### src/rtl/booth_mul_arbiter_if.sv
// booth_mul_arbiter_if: requester handshake plus multiplier operand/result bus.
// slave  : arbiter view (takes requests, drives the multiplier)
// master : environment view (requesters and the multiplier)
interface booth_mul_arbiter_if #(
  parameter int unsigned NREQ  = 4,
  parameter int unsigned WIDTH = 32
);
  logic [NREQ-1:0]       req_valid;
  logic [NREQ*WIDTH-1:0] req_m;
  logic [NREQ*WIDTH-1:0] req_q;
  logic [NREQ-1:0]       req_ready;
  logic [NREQ-1:0]       rsp_valid;
  logic [2*WIDTH-1:0]    rsp_data;
  logic                  busy;
  logic [WIDTH-1:0]      mul_m;
  logic [WIDTH-1:0]      mul_q;
  logic                  mul_start;
  logic [2*WIDTH-1:0]    mul_result;
  logic                  mul_done;

  modport slave (
    input  req_valid, req_m, req_q, mul_result, mul_done,
    output req_ready, rsp_valid, rsp_data, busy, mul_m, mul_q, mul_start
  );

  modport master (
    output req_valid, req_m, req_q, mul_result, mul_done,
    input  req_ready, rsp_valid, rsp_data, busy, mul_m, mul_q, mul_start
  );
endinterface

### src/rtl/booth_mul_arbiter.sv
// booth_mul_arbiter: shares one unsigned Booth multiplier among NREQ requesters.
// Optional feature macro BOOTH_ARB_RR_EN: round-robin arbitration with a rotating
// pointer. Without it, fixed priority (lowest index wins) and no pointer register.
module booth_mul_arbiter #(
  parameter int unsigned NREQ  = 4,
  parameter int unsigned WIDTH = 32
) (
  input  logic               clk,
  input  logic               rst,
  booth_mul_arbiter_if.slave bus
);

  localparam int unsigned IW = (NREQ > 1) ? $clog2(NREQ) : 1;
  localparam int unsigned PW = 2 * WIDTH;

  typedef enum logic [1:0] {
    S_IDLE  = 2'd0,
    S_ISSUE = 2'd1,
    S_WAIT  = 2'd2,
    S_RESP  = 2'd3
  } state_e;

  state_e            state_q, state_d;
  logic [IW-1:0]     grant_q, grant_d;
  logic [WIDTH-1:0]  mul_m_q, mul_m_d;
  logic [WIDTH-1:0]  mul_q_q, mul_q_d;
  logic [PW-1:0]     rsp_data_q, rsp_data_d;
  logic              mul_start_q, mul_start_d;
  logic [NREQ-1:0]   rsp_valid_q, rsp_valid_d;
  logic              busy_q, busy_d;

  logic [IW-1:0]     gsel_c;
  logic              any_req_c;
  logic [NREQ-1:0]   req_ready_c;

  function automatic logic [NREQ-1:0] onehot(input logic [IW-1:0] idx);
    onehot      = '0;
    onehot[idx] = 1'b1;
  endfunction

  assign any_req_c = |bus.req_valid;

`ifdef BOOTH_ARB_RR_EN
  localparam int unsigned SW = IW + 1;

  logic [IW-1:0] ptr_q, ptr_d;
  logic [SW-1:0] rr_idx_c;
  logic          rr_found_c;

  // Round-robin pick: first pending requester at or after the pointer, wrapping.
  always_comb begin
    gsel_c     = '0;
    rr_found_c = 1'b0;
    rr_idx_c   = '0;
    for (int unsigned i = 0; i < NREQ; i++) begin
      rr_idx_c = {1'b0, ptr_q} + SW'(i);
      if (rr_idx_c >= SW'(NREQ)) begin
        rr_idx_c = rr_idx_c - SW'(NREQ);
      end
      if (!rr_found_c && bus.req_valid[rr_idx_c[IW-1:0]]) begin
        gsel_c     = rr_idx_c[IW-1:0];
        rr_found_c = 1'b1;
      end
    end
  end
`else
  // Fixed priority pick: lowest pending index wins.
  always_comb begin
    gsel_c = '0;
    for (int i = int'(NREQ) - 1; i >= 0; i--) begin
      if (bus.req_valid[i]) begin
        gsel_c = IW'(i);
      end
    end
  end
`endif

  // Accept strobe is combinational and only offered while idle and out of reset.
  assign req_ready_c = (state_q == S_IDLE && any_req_c && !rst) ? onehot(gsel_c) : '0;

  // Next-state, operand capture, result capture and registered strobes.
  always_comb begin
    state_d     = state_q;
    grant_d     = grant_q;
    mul_m_d     = mul_m_q;
    mul_q_d     = mul_q_q;
    rsp_data_d  = rsp_data_q;
    mul_start_d = 1'b0;
    rsp_valid_d = '0;
    busy_d      = 1'b0;
`ifdef BOOTH_ARB_RR_EN
    ptr_d       = ptr_q;
`endif
    case (state_q)
      S_IDLE: begin
        if (any_req_c) begin
          grant_d = gsel_c;
          mul_m_d = bus.req_m[32'(gsel_c) * WIDTH +: WIDTH];
          mul_q_d = bus.req_q[32'(gsel_c) * WIDTH +: WIDTH];
          state_d = S_ISSUE;
        end
      end
      S_ISSUE: begin
        state_d = S_WAIT;
      end
      S_WAIT: begin
        if (bus.mul_done) begin
          rsp_data_d = bus.mul_result;
          state_d    = S_RESP;
        end
      end
      S_RESP: begin
`ifdef BOOTH_ARB_RR_EN
        ptr_d = (grant_q == IW'(NREQ - 1)) ? '0 : grant_q + IW'(1);
`endif
        state_d = S_IDLE;
      end
      default: begin
        state_d = S_IDLE;
      end
    endcase
    mul_start_d = (state_d == S_ISSUE);
    rsp_valid_d = (state_d == S_RESP) ? onehot(grant_d) : '0;
    busy_d      = (state_d != S_IDLE);
  end

  // State and datapath registers; reset aborts any in-flight operation.
  always_ff @(posedge clk or posedge rst) begin
    if (rst) begin
      state_q     <= S_IDLE;
      grant_q     <= '0;
      mul_m_q     <= '0;
      mul_q_q     <= '0;
      rsp_data_q  <= '0;
      mul_start_q <= 1'b0;
      rsp_valid_q <= '0;
      busy_q      <= 1'b0;
`ifdef BOOTH_ARB_RR_EN
      ptr_q       <= '0;
`endif
    end else begin
      state_q     <= state_d;
      grant_q     <= grant_d;
      mul_m_q     <= mul_m_d;
      mul_q_q     <= mul_q_d;
      rsp_data_q  <= rsp_data_d;
      mul_start_q <= mul_start_d;
      rsp_valid_q <= rsp_valid_d;
      busy_q      <= busy_d;
`ifdef BOOTH_ARB_RR_EN
      ptr_q       <= ptr_d;
`endif
    end
  end

  assign bus.req_ready = req_ready_c;
  assign bus.rsp_valid = rsp_valid_q;
  assign bus.rsp_data  = rsp_data_q;
  assign bus.busy      = busy_q;
  assign bus.mul_m     = mul_m_q;
  assign bus.mul_q     = mul_q_q;
  assign bus.mul_start = mul_start_q;

endmodule
### src/flat_wrapper.sv
// flat-port wrapper written by rule: the top's interface ports become plain ports
module booth_mul_arbiter_flat 
#(
  parameter int unsigned NREQ  = 4,
  parameter int unsigned WIDTH = 32
)
  (clk, rst, bus_req_valid, bus_req_m, bus_req_q, bus_mul_result, bus_mul_done, bus_req_ready, bus_rsp_valid, bus_rsp_data, bus_busy, bus_mul_m, bus_mul_q, bus_mul_start);
  booth_mul_arbiter_if #(.NREQ(NREQ), .WIDTH(WIDTH)) bus_i ();
  input  logic clk;
  input  logic rst;
  input wire logic [$bits(bus_i.req_valid)-1:0] bus_req_valid;
  input wire logic [$bits(bus_i.req_m)-1:0] bus_req_m;
  input wire logic [$bits(bus_i.req_q)-1:0] bus_req_q;
  input wire logic [$bits(bus_i.mul_result)-1:0] bus_mul_result;
  input wire logic [$bits(bus_i.mul_done)-1:0] bus_mul_done;
  output wire logic [$bits(bus_i.req_ready)-1:0] bus_req_ready;
  output wire logic [$bits(bus_i.rsp_valid)-1:0] bus_rsp_valid;
  output wire logic [$bits(bus_i.rsp_data)-1:0] bus_rsp_data;
  output wire logic [$bits(bus_i.busy)-1:0] bus_busy;
  output wire logic [$bits(bus_i.mul_m)-1:0] bus_mul_m;
  output wire logic [$bits(bus_i.mul_q)-1:0] bus_mul_q;
  output wire logic [$bits(bus_i.mul_start)-1:0] bus_mul_start;
  assign bus_i.req_valid = bus_req_valid;
  assign bus_i.req_m = bus_req_m;
  assign bus_i.req_q = bus_req_q;
  assign bus_i.mul_result = bus_mul_result;
  assign bus_i.mul_done = bus_mul_done;
  assign bus_req_ready = bus_i.req_ready;
  assign bus_rsp_valid = bus_i.rsp_valid;
  assign bus_rsp_data = bus_i.rsp_data;
  assign bus_busy = bus_i.busy;
  assign bus_mul_m = bus_i.mul_m;
  assign bus_mul_q = bus_i.mul_q;
  assign bus_mul_start = bus_i.mul_start;
  booth_mul_arbiter #(.NREQ(NREQ), .WIDTH(WIDTH)) u_core (.clk(clk), .rst(rst), .bus(bus_i));
endmodule
### config.mk
export PLATFORM = sky130hd
export DESIGN_NAME = booth_mul_arbiter_flat
export DESIGN_NICKNAME = d
export VERILOG_FILES = /design/src/rtl/booth_mul_arbiter_if.sv /design/src/rtl/booth_mul_arbiter.sv /design/src/flat_wrapper.sv
export SDC_FILE = /design/constraint.sdc
export NUM_CORES = 1
export LEC_CHECK = 0
export ABC_AREA = 1
export CAP_MARGIN = 30
export CORE_AREA = 2 2 179 181
export CTS_BUF_LIST = sky130_fd_sc_hd__clkbuf_16
export DETAILED_ROUTE_END_ITERATION = 16
export DIE_AREA = 0 0 181 183
export PLACE_DENSITY = 0.57
export SLEW_MARGIN = 20
export SYNTH_ARGS = -nofsm -noshare
export SYNTH_HDL_FRONTEND = slang
export SYNTH_SLANG_ARGS = --single-unit
### constraint.sdc
create_clock -name clk -period 8.35 [get_ports clk]
set_clock_uncertainty 0.2 [all_clocks]
set_input_delay 2.505 -clock clk [delete_from_list [all_inputs] [get_ports clk]]
set_output_delay 2.505 -clock clk [all_outputs]
set_load 0.05 [all_outputs]
# Yosys cells after proc, flatten, opt, wreduce, memory -nomap -nowiden
# Index checks and enable logic that the tools add are counted.
# op_classes
order_cmp	4
eq_ne	5
shift	2
mux	15
reduce_logical	10
# op_table
cell	count
variable part select 128 x 8 -> 32 bit	2
two-way mux 2 bit	8
two-way mux 4 bit	2
case mux 2 bit (4 select lines)	1
equality test 2 bit (second input constant)	3
< comparator 2 x 3 -> 1 bit (second input constant)	2
demux 1 bit (select 2 bit)	2
equality test 2 x 1 -> 1 bit (second input constant)	2
>= comparator 2 x 1 -> 1 bit (second input constant)	2
logical AND 1 bit	4
AND reduction 2 bit	2
OR reduction 4 bit	1
zero test 2 bit	1
two-way mux 1 bit	2
nonzero test 2 bit	1
zero test 1 bit	1
# totals
regBits	138
out_inout_bits	138
wordCells	44

# Longest topological paths before layout
# Gate-level depths: netlist of run 1.
# logic_depth
word_depth	11
depth_mapped	10
mapped_depth_nobuf	9

# Least setup slack after synthesis of run 1
# Ideal clock, no wire load.
# synth_timing
path_kind	input port to output port
start	in rst
end	out bus_req_ready[2]
t_arrival_ns	7.000
required_time_ns	5.645
setup_slack_ns	-1.355
stages	3
path_cell_list	inv_1 nand2_1 nor3_1
# synth_between
elab_chain_len	3
# synth_rtl
element	line	text
start: declaration	flat_wrapper.sv:10	input logic rst;
zero test 1 bit	booth_mul_arbiter.sv:79	assign req_ready_c = (state_q == S_IDLE && any_req_c && !rst) ? onehot(gsel_c) : '0;
logical AND 1 bit	booth_mul_arbiter.sv:79	
two-way mux 4 bit	booth_mul_arbiter.sv:79	
end: declaration	flat_wrapper.sv:16	output wire logic [$bits(bus_i.req_ready)-1:0] bus_req_ready;
# Every way passes these cells.

# Worst setup path after layout of run 1
# layout_timing
start	in rst
end	out bus_req_ready[3]
# Same word-level chain as after synthesis.

==> results of run 1 <==
synth_stat cells:
cell type / instances / area, µm²
buf_1: 7 / 26.3
nand2_2: 2 / 12.5
nand4_1: 65 / 407
nor2_4: 2 / 22.5
nor2_1: 201 / 754
o21ai_2: 1 / 8.76
o22ai_1: 1 / 6.26
nor3_1: 2 / 10.0
nand3_1: 194 / 971
clkbuf_1: 20 / 75.1
inv_1: 70 / 263
o21ai_1: 1 / 5.00
buf_2: 37 / 185
o21ai_0: 1 / 5.00
dfrtp_1: 138 / 3450
buf_4: 16 / 120
or2_1: 1 / 6.26
inv_2: 7 / 26.3
ha_1: 3 / 37.5
buf_6: 9 / 101
nand2_1: 401 / 1510
power breakdown:
| group | switching, W | leakage [nW] | internal [W] | total [W] |
|---|---|---|---|---|
| Combinational | 0.00187 | 4.27 | 0.000922 | 0.00279 |
| Sequential | 0.000167 | 1.64 | 0.000994 | 0.00116 |
| Clock | 0.000352 | 0.276 | 0.000397 | 0.000750 |
| Total | 0.00238 | 6.18 | 0.00231 | 0.00470 |
routing by layer:
metal | up-vias | part of all wire | global-route usage
li1 | 4556 | - | -
met1 | 4151 | 0.41 | 0.245
met2 | 359 | 0.48 | 0.350
met3 | 46 | 0.085 | 0.0711
met4 | 6 | 0.026 | 0.0774
met5 | - | 0.0013 | 0
sequential cells by signal (all words and copies together) (netlist names):
name                  cells
u_core.grant_q            2
u_core.bus.rsp_data      64
u_core.bus.mul_m         32
u_core.bus.rsp_valid      4
u_core.state_q            2
u_core.bus.mul_q         32
u_core.bus.busy           1
u_core.bus.mul_start      1
per-stage QoR:
step	utilization	cells	cell area [µm²]	setup slack, ns	hold slack, ns
final	0.430	2007	13400	1.58	0.278
after global routing	0.430	2007	13400	1.39	0.290
after CTS	0.429	2003	13400	1.52	0.282
after detailed placement	0.410	1971	12800	1.53	0.264
after global placement	0.409	1970	12800	1.52	0.262
after floorplan	-	1179	8010	0.282	0.291
worst max-delay path by stage:
stage	to	slack, ns	cells past startpoint
floorplan	bus_req_ready[2]	0.28	3
global placement	bus_req_ready[3]	1.52	5
detailed placement	bus_req_ready[3]	1.53	5
CTS	bus_req_ready[3]	1.52	5
global route	bus_req_ready[2]	1.39	5
finish	bus_req_ready[3]	1.58	5
final cells by class:
cell class              count  area, µm²
inverters                  77        295
well taps                 402        503
diodes                      3       7.51
repair buffers            480       4830
flip-flops and latches    138       3450
clock inverters            15        146
fillers                  3231      17800
clock buffers              17        425
multi-input cells         875       3760
layout by cell type, fill, tap and decap left out, types with 4 or more instances in the layout:
cell type        instances
inv_1                   68
nor2_1                 201
nand4_1                 65
clkdlybuf4s50_1        459
inv_6                    6
clkbuf_16               17
nand3_1                194
nand2_1                399
inv_8                    4
buf_4                   15
dfrtp_1                138
inv_2                    7
worst max-delay path, delay by kind of cell:
kind	cells	cell delay (ns)
AND/OR/NAND/NOR	2	0.45
buffers and inverters	3	1.09
logic make-up after synthesis:
kind of cell | Yosys count | share of synthesized area
buffers and inverters | 166 | 0.0996
and+or+nand+nor | 868 | 0.461
DFF | 138 | 0.432
adders and majority gates | 3 | 0.00469
AOI/OAI and AO/OA | 4 | 0.00313
==> impl_metrics.ini, run 1 <==
[outcome]
status = complete, no violations

[drt]
drt-total-wl_um = 34800
wire_per_inst_um = 17.3
vias_per_cell = 4.54
ant_nets = 0
dr.pass1.iters = 5
drtIter0Drc = 455
vias = 9118
drt_drc_violations_left = 0

[floorplanning]
dieArea_mm2 = 0.0331
die_w_um = 181
die-height_um = 183
row_count = 65
core-area_mm2 = 0.0312
initial_utilization = 0.256
io_pins = 465

[global_routing]
grt_overflow = 0
grt_pass1_vias = 8975
grt_pass1_wl_um = 52500
grt_usage = 0.208
grt_max_degree = 78
antenna_found_initial = 6

[critical_path]
r2r_start = u_core.state_q[0]
max_stage_delay_ns = 0.50
cpMaxStageDelayCell = clkdlybuf4s50_1
ff2ff_setup_slack_ns = 5.27
cp-end-kind = output pin
cp_cell_sequence = clkdlybuf4s50_1 > clkinvlp_4 > nand2_1 > nor3_1 > buf_12
crit_fanout = 23
critPathRequiredTime_ns = 5.64
r2r-end = u_core.bus.mul_m[22]
reg2regPathDepth = 9
startpoint_type = input pin
crit_path_start = rst
crit_type = input pin to output pin
arrival_ns = 4.07

[clocking]
cts_tree = yes
cts_setup_buffers = 0
clk_pin_slew_ns = 0.07
htreeDepth = 4
cts_made_buffers = 17
worstSkewPairLatency_ns = 0.42
cts-root-buf = clkbuf_16
clockBufferDepth = 2
cts.sinks = 138
cts_resized = 0
cts_hold_buf = 0

[yosys]
synth_nets = 1509
yosys.cell_types.count = 21
seq_area_frac_synth = 0.432
syn_inst = 1179
synth_seq_cells = 138
syn_avg_cell_area_um2 = 6.79
synth_area_mm2 = 0.00800
yosysWarnings = 0

[timing]
fin_setup_tns_ns = 0
setup_violations = 0
max_freq_mhz = 148
tightest_slew_ns = 0.860
rsz0062_at_grt = false
hold_violations = 0
drv_slew = 0
min_period_over_period = 0.811
fin_crit_ns = 6.77
slew_headroom = 0.426

[placed_design]
hpwl_um = 25900
port-buffer-count = 464
gp_congestion = 0.843

[min_path]
hold_depth = 2
hp-start = u_core.bus.rsp_data[50]
hold-path-endpoint = u_core.bus.rsp_data[50]
worstHoldPathType = flop to flop

[power_and_ir_drop]
power_w = 0.00470
leakage_nw = 6.18
vdd_ir_drop_max_mv = 0.130
power_density_mw_per_mm2 = 350

[finish]
synthToLayoutAreaGrowth_pct = 67.7
finalNetCount = 1919
drive_gt1_frac = 0.0431

[job]
drv_cap = 0
(Power assumes the default switching activity.)
==> inputs of run 2 (changes only) <==
Clock period 8.35 ns to 5.65 ns, I/O delays scaled along.
==> run 2 against run 1 <==
Critical endpoint unchanged. Combinational power is 47% higher. Largest power group unchanged. Design area is 0.25% higher. Critical path depth is 3 higher. Critical path type unchanged. Sequential share of layout area is 0.065 points lower. Clock-buffer cell count stayed put.
==> impl_metrics.ini, run 2 (same netlist as run 1, synthesis figures left out) <==
[timing]
drv_slew = 0
max_freq_mhz = 198
hold_violations = 0
fin_crit_ns = 5.04
min_period_over_period = 0.892
layout_setup_ws_ns = 0.610
rsz0062_at_grt = false
slew_headroom = 0.355
fin_setup_tns_ns = 0
tightest_slew_ns = 0.967
whs_ns = 0.278
setup_violations = 0

[clocking]
cts_hold_buf = 0
worstSkewPairLatency_ns = 0.42
cts_tree = yes
cts.sinks = 138
cts_setup_buffers = 0
cts-root-buf = clkbuf_16
cts_made_buffers = 17
htreeDepth = 4
clockBufferDepth = 2
cts_resized = 0
clk_pin_slew_ns = 0.06

[placed_design]
gp_congestion = 0.840
place_inst = 1973
port-buffer-count = 464
place_ws_ns = 0.610
hpwl_um = 26300

[floorplanning]
row_count = 65
die-height_um = 183
initial_utilization = 0.256
dieArea_mm2 = 0.0331
die_w_um = 181
core-area_mm2 = 0.0312
io_pins = 465

[global_routing]
antenna_found_initial = 2
grt_usage = 0.210
grt_max_degree = 100
grt_overflow = 0
grt_pass1_wl_um = 53100
grt_pass1_vias = 8922

[min_path]
hp-start = u_core.bus.rsp_data[34]
hold_depth = 2
worstHoldPathType = flop to flop
hold-path-endpoint = u_core.bus.rsp_data[34]

[power_and_ir_drop]
power_density_mw_per_mm2 = 521
vdd_ir_drop_max_mv = 0.276
power_w = 0.00701
leakage_nw = 6.20

[critical_path]
critPathRequiredTime_ns = 3.75
path_buf_inv = 3
ff2ff_setup_slack_ns = 2.73
crit_type = input pin to output pin
r2r_start = u_core.state_q[0]
crit_fanout = 4
max_stage_delay_ns = 0.52
worst_path_most_repeated_cell = nand2_1
startpoint_type = input pin
reg2regPathDepth = 9
cpMaxStageDelayCell = clkdlybuf4s50_1
cp_cell_sequence = clkdlybuf4s50_1 > nor2_1 > nand2_1 > nand2_1 > inv_4 > nand2_1 > nor3_2 > buf_12
cp-end-kind = output pin
crit_family = buffers and inverters
arrival_ns = 3.14
r2r-end = u_core.bus.mul_m[5]

[job]
drv_cap = 0

[drt]
dr.pass1.iters = 4
drt-total-wl_um = 35200
drt_drc_violations_left = 0
vias_per_cell = 4.55
vias = 9125
ant_nets = 0
wire_per_inst_um = 17.6
drtIter0Drc = 556

[finish]
fillers = 3243
final_cell_mix = clkdlybuf4s50_1, nand2_1, nor2_1
drive_gt1_frac = 0.0462
instances_no_fill = 2005
synthToLayoutAreaGrowth_pct = 68.1
layout_commonest_cell = clkdlybuf4s50_1
largest_reg_flops = 64
finalNetCount = 1920
antenna_cells = 0

[outcome]
status = complete, no violations
[run 2: changes by cell type in the layout (fill, tap and decap cells not counted), sizes merged]
cell    change
diode       -3
bufinv      +2
inv         -2
buf         +1
[run 2: through the flow]
stage	area, µm²	utilization
after floorplan	8020	-
after global placement	12800	0.411
after detailed placement	12800	0.411
after CTS	13500	0.431
after global routing	13500	0.431
final	13500	0.431
[run 2: area by class of cell]
class | instances | area [µm²] | share of cell area
Clock buffer | 17 | 425 | 0.0316
Multi-Input combinational cell | 875 | 3780 | 0.281
Tap cell | 402 | 503 | 0.0374
Inverter | 77 | 295 | 0.0219
Clock inverter | 15 | 180 | 0.0134
Timing Repair Buffer | 481 | 4820 | 0.358
Sequential cell | 138 | 3450 | 0.257
[run 2: how the worst max path moves through the flow]
stage / start / end / slack [ns] / cells after the start
2_1_floorplan: rst / bus_req_ready[2] / -0.72 / 3
3_3_place_gp: bus_req_valid[0] / bus_req_ready[3] / 0.62 / 8
3_5_place_dp: bus_req_valid[0] / bus_req_ready[3] / 0.61 / 8
4_1_cts: bus_req_valid[0] / bus_req_ready[3] / 0.60 / 8
5_1_grt: bus_req_valid[3] / bus_req_ready[3] / 0.52 / 8
6_report: bus_req_valid[3] / bus_req_ready[3] / 0.61 / 8
[run 2: layer usage]
metal / GRT usage / wire length [µm] / vias to the layer above
met5: 0 / 16 / -
met4: 0.0715 / 821 / 2
met3: 0.0560 / 2700 / 43
met2: 0.362 / 17200 / 353
met1: 0.253 / 14500 / 4169
li1: - / - / 4558
[run 2: worst register-to-register path: cells and delay by family, from the launching register on]
family	cells	cell delay [ns]
AND/OR/NAND/NOR	4	0.47
buffers and inverters	4	1.47
flip-flops	1	0.37
adder cells (fa/ha/maj)	1	0.29
[run 2: power breakdown]
group,internal [W],leakage [nW],switching [W],total (W)
combinational,0.00136,4.26,0.00275,0.00411
sequential,0.00147,1.64,0.000249,0.00172
clock,0.000668,0.292,0.000508,0.00118
total,0.00350,6.20,0.00351,0.00701
==> RTL edit (flow settings as in run 2) <==
`NREQ` is set to 4 in 3 places; all go to 2.
--- a/src/rtl/booth_mul_arbiter_if.sv
+++ b/src/rtl/booth_mul_arbiter_if.sv
@@ -2,7 +2,7 @@
 // slave  : arbiter view (takes requests, drives the multiplier)
 // master : environment view (requesters and the multiplier)
 interface booth_mul_arbiter_if #(
-  parameter int unsigned NREQ  = 4,
+  parameter int unsigned NREQ  = 2,
   parameter int unsigned WIDTH = 32
 );
   logic [NREQ-1:0]       req_valid;
--- a/src/rtl/booth_mul_arbiter.sv
+++ b/src/rtl/booth_mul_arbiter.sv
@@ -2,7 +2,7 @@
 // Optional feature macro BOOTH_ARB_RR_EN: round-robin arbitration with a rotating
 // pointer. Without it, fixed priority (lowest index wins) and no pointer register.
 module booth_mul_arbiter #(
-  parameter int unsigned NREQ  = 4,
+  parameter int unsigned NREQ  = 2,
   parameter int unsigned WIDTH = 32
 ) (
   input  logic               clk,
--- a/src/flat_wrapper.sv
+++ b/src/flat_wrapper.sv
@@ -1,7 +1,7 @@
 // flat-port wrapper written by rule: the top's interface ports become plain ports
 module booth_mul_arbiter_flat 
 #(
-  parameter int unsigned NREQ  = 4,
+  parameter int unsigned NREQ  = 2,
   parameter int unsigned WIDTH = 32
 )
   (clk, rst, bus_req_valid, bus_req_m, bus_req_q, bus_mul_result, bus_mul_done, bus_req_ready, bus_rsp_valid, bus_rsp_data, bus_busy, bus_mul_m, bus_mul_q, bus_mul_start);
Ports: changed (5 resized); port bits go from 465 to 331. The function was not compared with the original's and may differ.
==> RTL edit against run 2 <==
  * Count of clock-buffer cells in the layout did not move
  * Total power fell by 6.2%
  * Design area fell by 24%
  * Largest cell class is now flip-flops and latches
  * Highest routed layer is now met4
  * Critical endpoint is now bus_req_ready[1]
  * Routed wire length fell by 46%
  * Worst setup slack improved by 240 ps
  * Largest power group unchanged
  * Area after synthesis fell by 27%
  * Sequential cell count fell by 3
==> RTL edit: results (changes against run 2) <==
| Metric | Value |
|---|---|
| Status | `finished, final reports clean` |
| Vias per inst | `3.88 (-15%)` |
| Synthesized instance count | `584 (-50%)` |
| Max Freq | `0.208 GHz (+5.0%)` |
| Place WS | `810 ps (+200 ps)` |
| Starting DRT DRC Count | `175 (-69%)` |
| Hold wc startpoint | `u_core.bus.mul_q[27]` |
| Worst R2R Setup Slack | `3330 ps (+600 ps)` |
| Placed cell areas | `0.00959 sq mm (-25%)` |
| GRT Overall Usage | `0.114 (-0.0960)` |
| Final net count | `1107 (-42%)` |
| Sequential Power Share | `0.257 (+0.012)` |
| Routability Congestion | `0.727 (-13%)` |
| Leakage | `4.67 nW (-25%)` |
| Initial antenna violation count | `0 (-2)` |
| Largest net degree at the start of global routing | `69 (-31%)` |
| Distinct cell type count after synthesis | `18 (-14%)` |
| Clock Latency Late Sink | `400 ps (-20 ps)` |
| Port bufs | `330 (-29%)` |
| Worst Setup EP | `bus_req_ready[1]` |
| Hold worst-path end | `u_core.bus.mul_q[27]` |
| Net Sw Power | `3.19 mW (-9.3%)` |
| Slew @ Worst Pin | `903 ps (-64.5 ps)` |
| Placed insts | `1290 (-35%)` |
| Area of the multi-input gates | `0.00205 sq mm (-46%)` |
| Worst EP arrival | `2910 ps (-230 ps)` |
| Final WL | `18900 um (-46%)` |
| Clock network power | `1.10 mW (-7%)` |
| Layout cells sized above 1 | `0.117 (+0.0712)` |
| Reg-to-Reg End | `u_core.bus.mul_q[2]` |
| Routed len/inst | `14.3 um (-19%)` |
| Number of global-route vias before repair | `5236 (-41%)` |
| HPWL Detailed | `13600 um (-48%)` |
| CP peak stage delay | `590 ps (+70 ps)` |
| Worst R2R Path Depth | `8 (-1)` |
| Global-route wire length before repair | `29100 um (-45%)` |
| Net Count, Synth | `784 (-48%)` |
[RTL edit: metrics by stage]
step	hold WS (ps)	total power, mW
finish	280	6.57
global route	302	6.93
CTS	282	6.67
detailed placement	265	5.53
global placement	262	5.50
floorplan	291	4.16
[RTL edit: final cells by class]
type                       instances  area share
multi-input combinational        341       0.202
tap                              402      0.0495
clock buffer                      17      0.0419
clock inverter                    15      0.0140
antenna                            1    0.000246
timing repair buffer             336       0.331
inverter                          76      0.0286
sequential                       135       0.332
[RTL edit: kinds of logic (layout without fill, tap and decap cells)]
group | Yosys count | in the layout | share of synthesized area
buf+inv | 108 | 444 | 0.0763
fa+ha+maj | 3 | 3 | 0.00639
mux | 64 | 64 | 0.123
compound gates | 67 | 67 | 0.0840
flops | 135 | 135 | 0.575
simple gates | 207 | 207 | 0.135
other cells | 0 | 1 | 0
[RTL edit: routing by layer]
layer / wire (um) / global-route usage
met3: 1220 / 0.0328
met2: 9490 / 0.200
met1: 7910 / 0.135
met5: 0 / 0
met4: 250 / 0.0322
